===== src/rtl/fetch_instr_queue_pkg.sv =====
// Shared types and constants for the fetch instruction queue: datapath width,
// default depth and the {instr, pc} entry stored per slot.
package fetch_instr_queue_pkg;

   localparam int XLEN              = 32;
   localparam int FETCH_QUEUE_DEPTH = 8;

   typedef struct packed {
      logic [XLEN-1:0] instr;
      logic [XLEN-1:0] pc;
   } fq_entry_t;

endpackage


===== src/rtl/fetch_instr_queue.sv =====
// Dual-wide circular instruction queue between fetch and the two-line decoder.
// Optional saturating occupancy statistics are enabled with FETCH_QUEUE_STATS_EN.
module fetch_instr_queue
   import fetch_instr_queue_pkg::*;
#(
   parameter int DEPTH = FETCH_QUEUE_DEPTH
) (
   input  logic            clk,
   input  logic            resetn,
   input  logic            flush_i,
   input  logic            fetch_line0_valid_i,
   input  logic [XLEN-1:0] fetch_line0_instr_i,
   input  logic [XLEN-1:0] fetch_line0_pc_i,
   input  logic            fetch_line1_valid_i,
   input  logic [XLEN-1:0] fetch_line1_instr_i,
   input  logic [XLEN-1:0] fetch_line1_pc_i,
   output logic            fetch_ready_o,
   output logic            line0_valid_o,
   output logic [XLEN-1:0] line0_instr_o,
   output logic [XLEN-1:0] line0_pc_o,
   output logic            line1_valid_o,
   output logic [XLEN-1:0] line1_instr_o,
   output logic [XLEN-1:0] line1_pc_o,
`ifdef FETCH_QUEUE_STATS_EN
   output logic [31:0]     stat_full_cycles_o,
   output logic [31:0]     stat_empty_cycles_o,
`endif
   input  logic            dec_ready_i
);

   localparam int PTR_W = $clog2(DEPTH);
   localparam int CNT_W = PTR_W + 1;

   logic [PTR_W-1:0] r_rd_ptr;
   logic [PTR_W-1:0] r_wr_ptr;
   logic [CNT_W-1:0] r_count;
   fq_entry_t        r_mem [DEPTH];

   logic             w_ready;
   logic             w_enq0;
   logic             w_enq1;
   logic             w_has1;
   logic             w_has2;
   logic             w_deq0;
   logic             w_deq1;
   logic [1:0]       w_enq_n;
   logic [1:0]       w_deq_n;
   logic [PTR_W-1:0] w_wr_p1;
   logic [PTR_W-1:0] w_rd_p1;

   // Ready only looks at the registered count: a dequeue this cycle gives no credit.
   assign w_ready = (CNT_W'(DEPTH) - r_count) >= CNT_W'(2);

   // Slot 1 is only taken together with slot 0, so fetch order is never broken.
   assign w_enq0  = w_ready & ~flush_i & fetch_line0_valid_i;
   assign w_enq1  = w_enq0 & fetch_line1_valid_i;
   assign w_enq_n = {w_enq1, w_enq0 & ~w_enq1};

   assign w_has1  = (r_count != '0);
   assign w_has2  = (r_count >= CNT_W'(2));
   assign w_deq0  = dec_ready_i & ~flush_i & w_has1;
   assign w_deq1  = w_deq0 & w_has2;
   assign w_deq_n = {w_deq1, w_deq0 & ~w_deq1};

   assign w_wr_p1 = r_wr_ptr + PTR_W'(1);
   assign w_rd_p1 = r_rd_ptr + PTR_W'(1);

   always_ff @(posedge clk or negedge resetn) begin
      if (!resetn) begin
         r_rd_ptr <= '0;
         r_wr_ptr <= '0;
         r_count  <= '0;
      end else if (flush_i) begin
         r_rd_ptr <= '0;
         r_wr_ptr <= '0;
         r_count  <= '0;
      end else begin
         r_rd_ptr <= r_rd_ptr + PTR_W'(w_deq_n);
         r_wr_ptr <= r_wr_ptr + PTR_W'(w_enq_n);
         r_count  <= r_count + CNT_W'(w_enq_n) - CNT_W'(w_deq_n);
      end
   end

   // Data storage is not reset; the line outputs are masked by count instead.
   always_ff @(posedge clk) begin
      if (w_enq0) r_mem[r_wr_ptr] <= '{instr: fetch_line0_instr_i, pc: fetch_line0_pc_i};
      if (w_enq1) r_mem[w_wr_p1]  <= '{instr: fetch_line1_instr_i, pc: fetch_line1_pc_i};
   end

   assign fetch_ready_o = w_ready;
   assign line0_valid_o = w_has1;
   assign line0_instr_o = w_has1 ? r_mem[r_rd_ptr].instr : '0;
   assign line0_pc_o    = w_has1 ? r_mem[r_rd_ptr].pc    : '0;
   assign line1_valid_o = w_has2;
   assign line1_instr_o = w_has2 ? r_mem[w_rd_p1].instr  : '0;
   assign line1_pc_o    = w_has2 ? r_mem[w_rd_p1].pc     : '0;

`ifdef FETCH_QUEUE_STATS_EN
   logic [31:0] r_stat_full;
   logic [31:0] r_stat_empty;
   logic        w_fetch_any;

   assign w_fetch_any = fetch_line0_valid_i | fetch_line1_valid_i;

   // Counters survive flush so they describe the whole run, not one redirect window.
   always_ff @(posedge clk or negedge resetn) begin
      if (!resetn) begin
         r_stat_full  <= '0;
         r_stat_empty <= '0;
      end else begin
         if (w_fetch_any && !w_ready && (r_stat_full != '1))
            r_stat_full <= r_stat_full + 32'd1;
         if (!w_has1 && !flush_i && (r_stat_empty != '1))
            r_stat_empty <= r_stat_empty + 32'd1;
      end
   end

   assign stat_full_cycles_o  = r_stat_full;
   assign stat_empty_cycles_o = r_stat_empty;
`endif

   a_slot1_needs_slot0: assert property (@(posedge clk) disable iff (!resetn)
      fetch_line1_valid_i |-> fetch_line0_valid_i);

endmodule

===== config.mk =====
export PLATFORM = sky130hd
export DESIGN_NAME = fetch_instr_queue
export DESIGN_NICKNAME = d
export VERILOG_FILES = /design/src/rtl/fetch_instr_queue_pkg.sv /design/src/rtl/fetch_instr_queue.sv
export SDC_FILE = /design/constraint.sdc
export NUM_CORES = 1
export LEC_CHECK = 0
export CAP_MARGIN = 5
export CORE_ASPECT_RATIO = 0.9
export CORE_MARGIN = 2
export CORE_UTILIZATION = 30
export CTS_CLUSTER_DIAMETER = 150
export DETAILED_ROUTE_END_ITERATION = 7
export GPL_TIMING_DRIVEN = 0
export SYNTH_ARGS = -nofsm -noshare
export SYNTH_HDL_FRONTEND = slang
export SYNTH_SLANG_ARGS = --single-unit

===== constraint.sdc =====
create_clock -name clk -period 6.4 [get_ports clk]
set_clock_uncertainty 0.15 [all_clocks]
set_input_delay 1.92 -clock clk [delete_from_list [all_inputs] [get_ports clk]]
set_output_delay 1.92 -clock clk [all_outputs]
set_load 0.01 [all_outputs]

==> summary.txt <==
Die ar. = 108000 sq um
Crit-path max FO = 10
Initial DRC Count = 1901
Design area = 38400 sq um
Commonest non-fill, non-tap cell in the layout = edfxtp_1
Vias in the first global route = 20900
Setup violators final = 0
R2R Path Start = r_count[1]
Worst slew pin tran = 1250 ps
PortBufs = 264
EDFF count, synth = 512
TritonRoute pass-1 iters = 8
Worst setup path start = r_rd_ptr[1]
Post-CTS Setup Inserts = 0
Final antenna-violating net count = 0
Post-DP HPWL = 73000 um
Area Growth Syn to Fin = 22.1%
Worst Hold Class = reg -> reg
Clk slew on worst S/H paths = 60 ps
Largest net degree at the start of global routing = 23
# rows = 112
NetSw = 4490 uW
Async S/R FF share, synth = 1.92%
Clock Sink Count = 522
Top cell type's share of synthesized area = 48.8%
Kind of critical path = reg -> out
DRC violations left = 0
Clk pwr share = 26.7%
Via density = 5.47
CTS buffer count = 57
Synth Register Bits = 522
Clock Tree Root = clkbuf_16
First-pass GRT wire length = 152000 um
Top_reg_cell synth = edfxtp_1
Reg2reg path depth = 7
Fin worst setup slack = 48.5 ps
TritonCTS clock tree = yes
Area leader, netlist = edfxtp_1
Critical Path Source Type = flop
Via count = 19900
Worst EP required = 4330 ps
Initial antenna violation count = 16
Hold-fix buffers, CTS = 0
Setup slack, reg-to-reg = 2670 ps
Period minus WS final = 6350 ps
GPL Wtd Cong = 0.781
Global Route Usage Sum = 19.5%
Register area share after synthesis = 49.6%
Dpl ws = 384 ps
CP arrival = 4280 ps
LEAKAGE = 0.0131 uW
Highest clock rate = 157 MHz
H-Tree Depth = 2
Syn_nets = 2020
# nets final = 2368
Combinational share of power = 42.1%
Post-Route WL = 108000 um
Clock Tree Buf Depth = 3
Outcome = finished clean
Grt ovf = 0
Skew-Pair Late Insertion Delay = 630 ps
Slew Limit Fails = 0
DR WL/cell = 29.6 um
Crit end category = output pin
Sequential power share = 31.1%
Sw Ratio = 34.1%
Rel. slew slack = 16.9%
Share of cells above drive strength 1 = 43.3%
Commonest non-fill, non-tap cells in the layout = edfxtp_1, mux2_2, clkdlybuf4s50_1
Core ar. = 104000 sq um
Total power = 13100 uW
Die Ht = 311 um
Final period util = 99.2%
Chip width = 345 um
Hold depth = 2
VDD IR max = 224 uV
Unrepaired setup endpoints after global routing = no
Power per cell area = 342 nW/um^2
Library cells used by synthesis = 41
Internal = 8660 uW
Cell count after synthesis = 1870
Worst min-delay path startpoint = r_wr_ptr[0]
Mapped Area = 31500 sq um
Initial Util = 30.3%
Area contributors post-synth = edfxtp_1, mux4_2, mux2_4
Number of max-cap violations = 0
Mean Syn Cell Area = 16.8 sq um
I/O pin total = 265
Placed instance area = 36500 sq um
Final hold violations = 0
Syn. warnings = 0
[power by group through the flow]
stage | registers [uW] | clock network (uW) | logic, uW
finish | 4090 | 3520 | 5540
global route | 4110 | 3690 | 5850
CTS | 4090 | 3570 | 5610
detailed placement | 4160 | 0 | 5590
global placement | 4190 | 0 | 5470
floorplan | 4140 | 0 | 2890
[path summary, 6_finish.rpt]
| kind | to |
|---|---|
| setup / recovery | line1_pc_o[30] |
| hold / removal | r_wr_ptr[0] |
| setup reg to reg | r_mem[7][51] |
| hold reg to reg | r_wr_ptr[0] |
| max in group asynchronous | r_count[1] |
| min in group asynchronous | r_wr_ptr[2] |
[layout make-up]
class	instances	area, sq um
Antenna cell	3	7.51
Buffer	148	931
Clock buffer	76	1550
Clock inverter	29	409
Fill cell	9640	65400
Inverter	16	61.3
Multi-Input combinational cell	1184	15000
Sequential cell	522	15600
Tap cell	1368	1710
Timing Repair Buffer	289	3200
[sequential cells by signal (all words and copies together) (netlist names)]
register and cells:
r_mem 512, r_rd_ptr 3, r_wr_ptr 3, r_count 4
[metrics by stage]
step                utilization (%)  TNS (ps)  hold slack [ps]  cells
floorplan                         -         0              458   1870
global route                   37.0         0              585   3633
CTS                            37.0         0              530   3632
finish                         37.0         0              530   3635
detailed placement             35.1         0              513   3527
global placement               34.5  -1949690              496   3502
[cell usage after synthesis (2+ instances only)]
library cell    n
buf_2          34
inv_1          15
o21ai_0         2
mux4_2        256
nand3_1         2
nor3_1          5
buf_1          20
mux2_4        240
nor3b_1         5
buf_6          36
clkbuf_1       44
nand3_4         4
nor2_1         81
xnor2_1         5
o22a_1          2
nor2b_1         8
edfxtp_1      512
xor2_1          3
fa_1            4
buf_4          14
mux2_2        272
ha_1           12
a2bb2oi_1       2
nand3b_1        3
dfrtp_1        10
mux2i_1        64
a21oi_1        69
nand2_1       133
[worst max-delay path, stage by stage (launching register included)]
cell,delay [ps]
dfrtp_1,430
ha_1,310
clkbuf_2,410
clkbuf_1,810
mux4_2,380
nand2_1,60
a21oi_1,570
clkdlybuf4s50_1,680
[routing by layer]
| metal | vias up | global-route usage, % | wire length [um] |
|---|---|---|---|
| met4 | 24 | 4.10 | 1940 |
| met3 | 156 | 4.08 | 8300 |
| met2 | 891 | 33.7 | 53400 |
| li1 | 8255 | - | - |
| met1 | 10600 | 25.4 | 43800 |
| met5 | - | 0 | 145 |
[logic make-up (layout without fill, tap and decap cells)]
logic type                 Yosys count  in the layout  share of synthesized area (%)
muxes                              832            832                           41.5
adders and majority gates           16             16                          0.731
other                                0              3                              0
DFF                                522            522                           49.6
xor gates and xnor gates             8              8                          0.223
AOI/OAI and AO/OA                   80             80                           1.38
and+or+nand+nor                    248            248                           3.39
buffers and inverters              164            558                           3.12
[repair_timing]
| item | in CTS | in global routing |
|---|---|---|
| endpoints found under the setup margin | 34 | 1 |
| pin swaps | 0 | 0 |
| resized for setup | 3 | 2 |
No activity file was read; power rests on OpenSTA's default activity.
